`src/rtl/display_mode_scheduler_pkg.sv`:
```
// Shared types and helpers for the display mode scheduler: FSM encoding,
// fade ceiling and small width/index helpers.
package display_mode_scheduler_pkg;

    typedef enum logic [1:0] {
        SHOW     = 2'd0,
        FADE_OUT = 2'd1,
        SWAP     = 2'd2,
        FADE_IN  = 2'd3
    } state_t;

    function automatic int fade_max(input int level_w);
        return (1 << level_w) - 1;
    endfunction

    // Bits needed to hold 0..n-1, never less than one.
    function automatic int cnt_width(input int n);
        return (n <= 1) ? 1 : $clog2(n);
    endfunction

    function automatic int wrap_inc(input int idx, input int num);
        return (idx >= num - 1) ? 0 : idx + 1;
    endfunction

endpackage

```
`src/rtl/switch_debouncer.sv`:
```
// Single-switch debouncer: the clean value follows raw only after CYCLES
// consecutive samples that disagree with it.
module switch_debouncer
    import display_mode_scheduler_pkg::*;
#(
    parameter int CYCLES = 250000
) (
    input  logic clk,
    input  logic reset,
    input  logic raw,
    output logic clean
);

    localparam int CW = cnt_width(CYCLES);

    logic [CW-1:0] cnt;

    always_ff @(posedge clk or negedge reset) begin
        if (!reset) begin
            cnt   <= '0;
            clean <= 1'b0;
        end else if (raw == clean) begin
            cnt <= '0;
        end else if (cnt == CW'(CYCLES - 1)) begin
            clean <= raw;
            cnt   <= '0;
        end else begin
            cnt <= cnt + CW'(1);
        end
    end

endmodule

```
`src/rtl/display_mode_scheduler.sv`:
```
// Frame-synchronous image select / inversion / fade controller for the VGA
// pixel path. Every output change lands on a frame_tick (vsync falling edge).
//
// state    | meaning
// SHOW     | full brightness, waiting for a pending request at frame start
// FADE_OUT | stepping fade_level down to 0
// SWAP     | fully dark, img_sel takes the target on the next frame_tick
// FADE_IN  | stepping fade_level back up to FADE_MAX
module display_mode_scheduler
    import display_mode_scheduler_pkg::*;
#(
    parameter int DEBOUNCE_CYCLES  = 250000,
    parameter int DWELL_FRAMES     = 300,
    parameter int FADE_STEP_FRAMES = 2,
    parameter int NUM_IMAGES       = 2,
    parameter int LEVEL_W          = 4,
    localparam int IMG_W           = cnt_width(NUM_IMAGES)
) (
    input  logic               clk,
    input  logic               reset,
    input  logic               sw_img,
    input  logic               sw_inv,
    input  logic               sw_auto,
    input  logic               vsync,
    output logic [IMG_W-1:0]   img_sel,
    output logic               invert_en,
    output logic [LEVEL_W-1:0] fade_level,
    output logic               busy,
    output logic               frame_tick
);

    localparam logic [LEVEL_W-1:0] FADE_MAX = LEVEL_W'(fade_max(LEVEL_W));
    localparam int DW = cnt_width(DWELL_FRAMES);
    localparam int SW = cnt_width(FADE_STEP_FRAMES);
    localparam logic [DW-1:0] DWELL_LAST = DW'(DWELL_FRAMES - 1);
    localparam logic [SW-1:0] STEP_LAST  = SW'(FADE_STEP_FRAMES - 1);

    logic img_clean, inv_clean, auto_clean;

    switch_debouncer #(.CYCLES(DEBOUNCE_CYCLES)) u_db_img
        (.clk(clk), .reset(reset), .raw(sw_img), .clean(img_clean));
    switch_debouncer #(.CYCLES(DEBOUNCE_CYCLES)) u_db_inv
        (.clk(clk), .reset(reset), .raw(sw_inv), .clean(inv_clean));
    switch_debouncer #(.CYCLES(DEBOUNCE_CYCLES)) u_db_auto
        (.clk(clk), .reset(reset), .raw(sw_auto), .clean(auto_clean));

    state_t           state;
    logic             vsync_q;
    logic             pending;
    logic             pend_manual;
    logic [IMG_W-1:0] pend_target;
    logic [IMG_W-1:0] tgt_img;
    logic [DW-1:0]    dwell_cnt;
    logic [SW-1:0]    step_cnt;

    logic [IMG_W-1:0] committed;
    logic [IMG_W-1:0] man_target;
    logic [IMG_W-1:0] auto_target;
    logic             man_req;
    logic             auto_req;

    // Compare the switch against the image already in flight, so a sequence
    // under way does not re-request its own target.
    always_comb begin
        committed   = (state == FADE_OUT || state == SWAP) ? tgt_img : img_sel;
        man_target  = IMG_W'(img_clean);
        auto_target = IMG_W'(wrap_inc(int'(img_sel), NUM_IMAGES));
        man_req     = !auto_clean && (man_target != committed)
                      && !(pending && pend_target == man_target);
        auto_req    = auto_clean && frame_tick && (state == SHOW)
                      && (dwell_cnt == DWELL_LAST) && !(pending && pend_manual);
    end

    always_ff @(posedge clk or negedge reset) begin
        if (!reset) begin
            state       <= SHOW;
            vsync_q     <= 1'b0;
            frame_tick  <= 1'b0;
            img_sel     <= '0;
            invert_en   <= 1'b0;
            fade_level  <= FADE_MAX;
            busy        <= 1'b0;
            pending     <= 1'b0;
            pend_manual <= 1'b0;
            pend_target <= '0;
            tgt_img     <= '0;
            dwell_cnt   <= '0;
            step_cnt    <= '0;
        end else begin
            vsync_q    <= vsync;
            frame_tick <= vsync_q & ~vsync;

            if (frame_tick) invert_en <= inv_clean;

            if (man_req) begin
                dwell_cnt <= '0;
            end else if (frame_tick && state == SHOW) begin
                dwell_cnt <= (dwell_cnt == DWELL_LAST) ? '0 : dwell_cnt + DW'(1);
            end

            case (state)
                SHOW: begin
                    fade_level <= FADE_MAX;
                    if (frame_tick && pending) begin
                        state    <= FADE_OUT;
                        busy     <= 1'b1;
                        tgt_img  <= pend_target;
                        step_cnt <= STEP_LAST;
                        pending  <= 1'b0;
                    end
                end
                FADE_OUT: begin
                    if (frame_tick) begin
                        if (step_cnt == '0) begin
                            step_cnt <= STEP_LAST;
                            if (fade_level != '0) fade_level <= fade_level - LEVEL_W'(1);
                            if (fade_level <= LEVEL_W'(1)) state <= SWAP;
                        end else begin
                            step_cnt <= step_cnt - SW'(1);
                        end
                    end
                end
                SWAP: begin
                    if (frame_tick) begin
                        img_sel  <= tgt_img;
                        state    <= FADE_IN;
                        step_cnt <= STEP_LAST;
                    end
                end
                FADE_IN: begin
                    if (frame_tick) begin
                        if (step_cnt == '0) begin
                            step_cnt <= STEP_LAST;
                            if (fade_level != FADE_MAX) fade_level <= fade_level + LEVEL_W'(1);
                            if (fade_level >= FADE_MAX - LEVEL_W'(1)) begin
                                state     <= SHOW;
                                busy      <= 1'b0;
                                dwell_cnt <= '0;
                            end
                        end else begin
                            step_cnt <= step_cnt - SW'(1);
                        end
                    end
                end
                default: state <= SHOW;
            endcase

            // Latching last lets a new request survive the edge that hands the old one to FADE_OUT.
            if (man_req) begin
                pending     <= 1'b1;
                pend_manual <= 1'b1;
                pend_target <= man_target;
            end else if (auto_req) begin
                pending     <= 1'b1;
                pend_manual <= 1'b0;
                pend_target <= auto_target;
            end
        end
    end

endmodule
```
`config.mk`:
```
export PLATFORM = sky130hd
export DESIGN_NAME = display_mode_scheduler
export DESIGN_NICKNAME = d
export VERILOG_FILES = /design/src/rtl/display_mode_scheduler_pkg.sv /design/src/rtl/switch_debouncer.sv /design/src/rtl/display_mode_scheduler.sv
export SDC_FILE = /design/constraint.sdc
export NUM_CORES = 1
export LEC_CHECK = 0
export CAP_MARGIN = 20
export CORE_UTILIZATION = 50
export DETAILED_ROUTE_END_ITERATION = 8
export GPL_TIMING_DRIVEN = 0
export HOLD_SLACK_MARGIN = 0.1
export PLACE_DENSITY = 0.7
export SETUP_SLACK_MARGIN = 0.4
export SYNTH_ARGS = -nofsm -noshare
export SYNTH_HDL_FRONTEND = slang
export SYNTH_SLANG_ARGS = --single-unit
export TNS_END_PERCENT = 20
```
`constraint.sdc`:
```
create_clock -name clk -period 1.7 [get_ports clk]
set_input_delay 0.17 -clock clk [delete_from_list [all_inputs] [get_ports clk]]
set_output_delay 0.17 -clock clk [all_outputs]
set_load 0.01 [all_outputs]
```
==> results.yml, run 1 <==
synth:
  synth_top_family_by_area: "simple AND/OR/NAND/NOR gates"
  synth-simple-area-share_pct: 25.3
  yosysTopAreaCellShare_pct: 45.9
  synth_seq_area_share_pct: 48.4
  syn_inst: 415
  synthFlopType: "dfrtp_1"
  synthTopCellsByArea: "dfrtp_1 (46%), xor2_1 (8.0%), nor2_1 (5.3%)"
  synth_top_area_cell: "dfrtp_1"
  synth.mux.area_fraction_pct: 2.80
  ys_types: 50
  synth_compound_area_share_pct: 4.39
  avgSynthCellArea_um2: 10.2
  synthTopCellsByCount: "dfrtp_1 (78), nor2_1 (60), xor2_1 (39)"
  syn_nets: 434
  yosysWarnings: 0
  syn-cell-area_um2: 4250
  ys_seq_elements: 82
  async_reset_ff_share_pct: 100
  synth-edff-count: 0
  yosys.area_share.xor_xnor_pct: 12.2
  synth_fa_ha_area_share_pct: 3.83
  yosysMostFrequentCell: "dfrtp_1"
finish:
  drive_gt1_share_pct: 36.4
  post-route-util_pct: 70.2
  area_delta_synth_final_pct: 35.8
  diodes: 0
  fin_nets: 498
place:
  dpl.hpwl_mm: 5.02
  io_buffers: 13
  place.gp.congestion: 0.769
  dp_slack_ps: -251
pwr:
  p_leak_nw: 2.42
  p_int_w: 0.00400
  p_per_area_nw_per_um2: 985
  power.total_w: 0.00569
  p_seq_share_pct: 40.8
  swShare_pct: 29.7
  pwr-share-clk_pct: 30.0
  irDropWorstVdd_uv: 807
  switching_power_w: 0.00169
  combPwrFrac_pct: 29.3
critical_path:
  path_cells: "ha_4, o211ai_1, a222oi_1, nand2_1, mux2_4"
  worstPathRequired_ps: 1930
  arrival_ps: 2040
  crit_fanout: 8
  critical_path.max_stage_delay_ps: 630
  critical_path_class: "reg -> reg"
  endpoint_kind: "flop"
  crit_family: "flip-flops"
  start_kind: "flop"
  crit_path_top_delay_cell: "dfstp_2"
  path_buf_inv: 0
clock_tree:
  cts_buffers: 9
  cts_tree: "built"
  cts_root_buffer: "clkbuf_8"
  clk_transition_reported_paths_ps: 90
  clock_sinks: 82
  clockBufferDepth: 2
  htree_levels: 3
  clock_latency_ps: 360
timing:
  min_period_ps: 1800
  fmax_ghz: 0.555
  finalMaxSlewViolations: 0
  fin_ws_ps: -103
  skew_ps: 11.7
  setup-tns-final_ps: -1250
  setup_viol: 25
  tightest_slew_ps: 475
  relSlewSlack_pct: 68.4
  final-hold-violation-count: 0
  rsz0062_at_grt: "true"
  finalCritPeriodShare_pct: 106
global_route:
  met3_usage_pct: 3.96
  grt_pass1_wl_mm: 15.0
  gr-usage-met2_pct: 36.2
  grtUsageTotal_pct: 21.9
  antenna_found_initial: 0
  grt_overflow: 0
  grt_pass1_vias: 3196
  grt_use_met1_pct: 28.8
  top_usage_layer: "met2"
  grt_max_degree: 62
min_path:
  min_path_type: "in -> async"
floorplan:
  dieArea_um2: 8870
  start_util_pct: 51.7
  io_pins: 14
  chipWidth_um: 94.2
  coreArea_um2: 8220
  core.rowCount: 33
  die_h_um: 94.2
status:
  violations: "negative setup slack"
  status: "finished with violations"
routing:
  routed-via-count: 3240
  routed_wl_mm: 9.30
  drc_errors: 0
  drt_iter0_drc: 115
  postRouteAntennaNets: 0
  wl_per_cell_um: 15.8
  via_per_inst: 5.50
  drt-pass1-iter-count: 5
flow_run:
  cap_violations: 0
==> stage by stage <==
step	cell area, um2	cells	hold slack [ps]
global route	5770	589	271
CTS	5510	579	251
detailed placement	4600	534	92.8
finish	5770	589	251
floorplan	4320	415	-126
global placement	4580	533	443
==> layout make-up <==
| type | instances | area, um2 |
|---|---|---|
| Buffer | 13 | 163 |
| Clock buffer | 11 | 131 |
| Clock inverter | 5 | 104 |
| Fill cell | 566 | 2450 |
| Inverter | 11 | 43.8 |
| Multi-Input combinational cell | 309 | 2630 |
| Sequential cell | 82 | 2060 |
| Tap cell | 105 | 131 |
| Timing Repair Buffer | 53 | 507 |
==> sequential cells by signal (all words and copies together), names as in the netlist, 2 cells and up <==
signal,flops
u_db_inv.cnt,18
u_db_auto.cnt,18
dwell_cnt,9
u_db_img.cnt,18
state,2
fade_level,4
==> what timing repair did <==
action | CTS | global route
pin swaps | 68 | 37
cloned | 1 | 1
hold endpoints to repair | 78 | 0
hold buffers | 1 | 0
endpoints found under the setup margin | 88 | 83
setup buffers | 27 | 9
gates resized for setup | 117 | 37
==> path summary, 6_finish.rpt <==
| path | startpoint | endpoint | slack, ps | cells past startpoint |
|---|---|---|---|---|
| hold / removal | reset | u_db_auto.cnt[15] | 250 | 2 |
| min in group clk | vsync | vsync_q | 290 | 1 |
| hold reg to reg | u_db_inv.cnt[0] | u_db_inv.cnt[0] | 490 | 1 |
| max in group asynchronous | reset | fade_level[2] | 790 | 3 |
| setup reg to reg | fade_level[1] | state[1] | -100 | 5 |
| setup / recovery | fade_level[1] | state[1] | -100 | 5 |
==> cells in the final DEF, fill, tap and decap left out, drive strengths merged, types with 2 or more instances in the layout <==
cell type | netlist | routed
and3 | 16 | 16
clkdlybuf4s50 | 0 | 4
xor2 | 39 | 39
nand3 | 32 | 32
nor2b | 5 | 5
dlygate4sd2 | 0 | 5
xnor2 | 20 | 20
o211ai | 4 | 4
nor4b | 7 | 7
ha | 13 | 13
nor4 | 5 | 5
nand4 | 8 | 8
clkbuf | 3 | 14
nor2 | 72 | 72
or2 | 2 | 2
mux2 | 7 | 7
clkinv | 0 | 2
buf | 10 | 52
nand3b | 4 | 4
dfstp | 4 | 4
nand2 | 33 | 33
a21oi | 6 | 6
o21ai | 3 | 3
mux2i | 4 | 4
o21a | 2 | 2
dfrtp | 78 | 78
and2 | 3 | 3
and4 | 9 | 9
bufinv | 0 | 3
inv | 11 | 11
==> routing by layer <==
layer | vias to the layer above | wire [um]
li1 | 1547 | -
met1 | 1628 | 4170
met2 | 56 | 4790
met3 | 9 | 253
met4 | 0 | 87
met5 | - | 0
==> kinds of logic (layout without fill, tap and decap cells) <==
kind of cell	Yosys count	in the layout
and+or+nand+nor	202	202
DFF	82	82
buffers and inverters	24	93
muxes	11	11
adders and majority gates	13	13
AOI/OAI and AO/OA	24	24
xor gates and xnor gates	59	59
==> power by group through the flow <==
stage / combinational, W / clock (W) / sequential (W)
after CTS: 0.00158 / 0.00173 / 0.00230
after global placement: 0.00106 / 0 / 0.00234
after detailed placement: 0.00109 / 0 / 0.00234
after floorplan: 0.000808 / 0 / 0.00231
final: 0.00167 / 0.00170 / 0.00232
after global routing: 0.00182 / 0.00182 / 0.00234
(Power assumes the default switching activity.)
==> inputs of run 2 (changes only) <==
Settings changed: CELL_PAD_IN_SITES_DETAIL_PLACEMENT from default to 1, CELL_PAD_IN_SITES_GLOBAL_PLACEMENT from default to 2, CORE_UTILIZATION 50 to 44, CTS_CLUSTER_SIZE from default to 8, PLACE_DENSITY 0.7 to default, PLACE_DENSITY_LB_ADDON from default to 0.1.
Clock period 1.7 ns to 2.15 ns, I/O delays scaled along.
==> results.yml, run 2 (synthesis results as in run 1) <==
critical_path:
  worstPathRequired_ps: 2420
  critical_path.max_stage_delay_ps: 450
  crit_family: "compound AO/OA/AOI/OAI gates"
  endpoint_kind: "flop"
  cp_common_cell: "buf_6"
  path_buf_inv: 3
  critical_path_class: "reg -> reg"
  crit_path_top_delay_cell: "dfrtp_2"
  arrival_ps: 2160
  start_kind: "flop"
  path_cells: "buf_6, ha_4, buf_6, nand4_1, o31ai_2, a311oi_4, buf_6, mux2i_2, o211ai_1"
  crit_fanout: 8
floorplan:
  core.rowCount: 35
  io_pins: 14
  chipWidth_um: 100
  die_h_um: 100
  start_util_pct: 45.8
  coreArea_um2: 9280
  dieArea_um2: 10100
timing:
  setup_viol: 0
  tightest_slew_ps: 523
  final-hold-violation-count: 0
  min_period_ps: 1890
  relSlewSlack_pct: 65.1
  rsz0062_at_grt: "true"
  finalMaxSlewViolations: 0
  fmax_ghz: 0.528
  skew_ps: 12.1
  setup-tns-final_ps: 0
  finalCritPeriodShare_pct: 88.0
finish:
  fill_cells: 1022
  diodes: 0
  mostFrequentLayoutCells: "dfrtp_1 (75), nor2_1 (59), xor2_1 (39)"
  area_delta_synth_final_pct: 21.3
  drive_gt1_share_pct: 22.4
  fin_nets: 488
  final_common_cell: "dfrtp_1"
  multiInputGateArea_um2: 2180
  seqCellArea_um2: 2060
  top_regs: "u_db_auto.cnt x18, u_db_img.cnt x18, u_db_inv.cnt x18"
  fin_cells: 603
clock_tree:
  cts_tree: "built"
  clk_transition_reported_paths_ps: 80
  htree_levels: 3
  cts_root_buffer: "clkbuf_8"
  clock_latency_ps: 350
  cts_buffers: 9
  clockBufferDepth: 2
  clock_sinks: 82
place:
  dpl.hpwl_mm: 5.93
  place.gp.congestion: 0.717
  io_buffers: 13
  placed_cells: 558
routing:
  routed_wl_mm: 9.15
  postRouteAntennaNets: 0
  drt_iter0_drc: 69
  drc_errors: 0
  wl_per_cell_um: 15.2
  drt-pass1-iter-count: 4
  routed-via-count: 3107
  via_per_inst: 5.15
flow_run:
  cap_violations: 0
global_route:
  grt_pass1_wl_mm: 16.3
  grt_max_degree: 46
  grtUsageTotal_pct: 20.6
  grt_overflow: 0
  grt_pass1_vias: 3457
  antenna_found_initial: 0
status:
  status: "complete, no violations"
pwr:
  p_per_area_nw_per_um2: 819
  power.total_w: 0.00422
  irDropWorstVdd_uv: 426
  p_leak_nw: 2.30
min_path:
  min_path_type: "in -> reg"
-- run 2: cell count changes in the layout (fill, tap and decap cells not counted), moves of 5 or more --
cell,delta
dlygate4sd2_1,-5
clkdlybuf4s50_1,+8
and3_1,+6
and3_4,-6
nor2_4,-26
nor2_1,+27
-- run 2: routing by layer --
layer  vias to the layer above  part of all wire, %  GRT usage, %
met4                         0                  1.1          5.69
met3                         9                  1.7          3.97
met5                         -                    0             0
met2                        16                   49          36.1
li1                       1522                    -             -
met1                      1560                   48          25.9
-- run 2: worst reg2reg max path: cells and delay by family (launching register included) --
family | cells | cell delay, ps
compound gates | 3 | 470
flops | 1 | 450
buf+inv | 3 | 440
mux | 1 | 200
fa+ha+maj | 1 | 170
simple gates | 1 | 90
-- run 2: per-stage QoR --
step / util [%] / worst slack [ps] / instance area (um2) / hold slack [ps]
after global placement: 49.3 / -2490 / 4570 / 448
final: 55.5 / 257 / 5150 / 328
after CTS: 54.9 / 335 / 5100 / 313
after floorplan: - / 380 / 4280 / -80.6
after detailed placement: 49.5 / 142 / 4600 / 233
after global routing: 55.5 / 161 / 5150 / 331
-- run 2: cell type report --
cell class / count / area share [%]
plain buffers: 13 / 2.16
well taps: 129 / 3.13
inverters: 11 / 0.850
flip-flops and latches: 82 / 40.0
clock inverters: 3 / 0.850
multi-input cells: 309 / 42.3
clock buffers: 13 / 3.28
repair buffers: 43 / 7.50
-- run 2: worst paths after layout --
check	cells after the start	to	startpoint	slack [ps]
max	9	fade_level[2]	state[0]	260
min	1	vsync_q	vsync	330
max reg2reg	9	fade_level[2]	state[0]	260
min reg2reg	1	u_db_inv.cnt[0]	u_db_inv.cnt[0]	460
max in group asynchronous	3	fade_level[3]	reset	1110
min in group asynchronous	2	tgt_img	reset	390
-- run 2: timing repair --
action,in CTS,in global routing
endpoints found under the hold margin,36,0
buffers inserted,22,6
pin swaps,15,5
setup endpoints to repair,57,68
hold buffers,1,0
resized for setup,25,5
-- run 2: power breakdown --
group	switching, W	internal, W
Combinational	0.000583	0.000629
Clock	0.000562	0.000636
Sequential	0.000132	0.00168
==> inputs of run 3 (changes only) <==
Settings changed: GPL_TIMING_DRIVEN 0 to default.
==> results.yml, run 3 (synthesis results as in run 1) <==
status:
  status: "complete, no violations"
finish:
  final_common_cell: "dfrtp_1"
  top_regs: "u_db_auto.cnt x18, u_db_img.cnt x18, u_db_inv.cnt x18"
  fin_cells: 585
  seqCellArea_um2: 2060
  fin_nets: 470
  fill_cells: 1041
  multiInputGateArea_um2: 2160
  drive_gt1_share_pct: 19.3
  post-route-util_pct: 53.5
  mostFrequentLayoutCells: "dfrtp_1 (75), nor2_1 (59), xor2_1 (39)"
  area_delta_synth_final_pct: 16.9
  diodes: 0
routing:
  wl_per_cell_um: 15.0
  drc_errors: 0
  routed-via-count: 3078
  via_per_inst: 5.26
  drt_iter0_drc: 87
  drt-pass1-iter-count: 4
  routed_wl_mm: 8.80
  postRouteAntennaNets: 0
pwr:
  p_leak_nw: 2.19
  p_per_area_nw_per_um2: 814
  power.total_w: 0.00404
  irDropWorstVdd_uv: 434
timing:
  setup_viol: 0
  fin_ws_ps: 277
  finalCritPeriodShare_pct: 87.1
  skew_ps: 9.34
  fmax_ghz: 0.534
  final-hold-violation-count: 0
  min_period_ps: 1870
  tightest_slew_ps: 463
  finalMaxSlewViolations: 0
  relSlewSlack_pct: 68.9
  rsz0062_at_grt: "true"
  setup-tns-final_ps: 0
place:
  dpl.hpwl_mm: 5.75
  placed_cells: 552
  dp_slack_ps: 185
  place.gp.congestion: 0.763
  io_buffers: 13
clock_tree:
  cts_tree: "built"
  cts_buffers: 9
  clock_latency_ps: 350
  clockBufferDepth: 2
  clock_sinks: 82
  clk_transition_reported_paths_ps: 80
  cts_root_buffer: "clkbuf_8"
  htree_levels: 3
flow_run:
  cap_violations: 0
global_route:
  grt_max_degree: 45
  grt_pass1_vias: 3151
  antenna_found_initial: 0
  grt_pass1_wl_mm: 15.1
  grtUsageTotal_pct: 19.0
  grt_overflow: 0
critical_path:
  start_kind: "flop"
  rr_startpoint: "fade_level[1]"
  crit_fanout: 5
  critPathLaunch: "fade_level[1]"
  endpoint_kind: "flop"
  arrival_ps: 2110
  worstPathRequired_ps: 2380
  critical_path_class: "reg -> reg"
floorplan:
  die_h_um: 100
  io_pins: 14
  core.rowCount: 35
  start_util_pct: 45.8
  chipWidth_um: 100
  coreArea_um2: 9280
  dieArea_um2: 10100
min_path:
  min_path_type: "in -> async"
==> run 3: changes by cell type in the layout (fill, tap and decap cells not counted), sizes merged <==
| cell | before | now |
|---|---|---|
| buf | 40 | 24 |
| clkbuf | 16 | 12 |
| clkinv | 1 | 4 |
| inv | 12 | 11 |
==> run 3: stage by stage <==
stage                     hold slack, ps  cell area, um2
after floorplan                    -80.6            4280
after CTS                            178            4820
after global routing                 203            4970
final                                211            4970
after detailed placement            31.4            4540
after global placement              33.7            4540
==> run 3: layout make-up <==
| type | count | share of cell area [%] |
|---|---|---|
| sequential | 82 | 41.5 |
| multi-input combinational | 309 | 43.5 |
| clock inverter | 5 | 1.08 |
| tap | 129 | 3.25 |
| clock buffer | 11 | 2.85 |
| timing repair buffer | 38 | 6.98 |
| inverter | 11 | 0.831 |
==> run 3: path summary, 6_finish.rpt <==
path	to	slack (ps)	depth (start not counted)
min in group clk	vsync_q	350	1
min reg2reg	u_db_inv.cnt[0]	460	1
max reg2reg	state[1]	280	5
min	step_cnt	210	2
max	state[1]	280	5
max in group asynchronous	dwell_cnt[7]	1300	3
==> run 3: repair_timing <==
| action | 4_1_cts | 5_1_grt |
|---|---|---|
| endpoints found under the hold margin | 79 | 0 |
| setup endpoints to repair | 40 | 73 |
| setup buffers | 5 | 11 |
| gates resized for setup | 8 | 16 |
| pin swaps | 10 | 4 |
| hold buffers | 1 | 0 |
==> run 3: worst max-delay path, cell delays in order (launching register included) <==
cell,delay [ps]
dfstp_2,600
ha_4,140
o211ai_1,100
a222oi_1,390
nand2_1,190
mux2_4,330
==> run 3: where the power goes <==
part / leakage, nW / switching [W] / internal [W]
sequential: 1.10 / 0.000150 / 0.00168
combinational: 0.982 / 0.000541 / 0.000546
clock: 0.103 / 0.000561 / 0.000566
==> run 3: per-layer routing <==
metal  GRT usage [%]  vias to the layer above  routed length, um
met5               0                        -                  0
met2            30.2                       15               4160
met3            3.55                       10                145
li1                -                     1486                  -
met1            26.5                     1567               4380
met4            5.69                        0                110
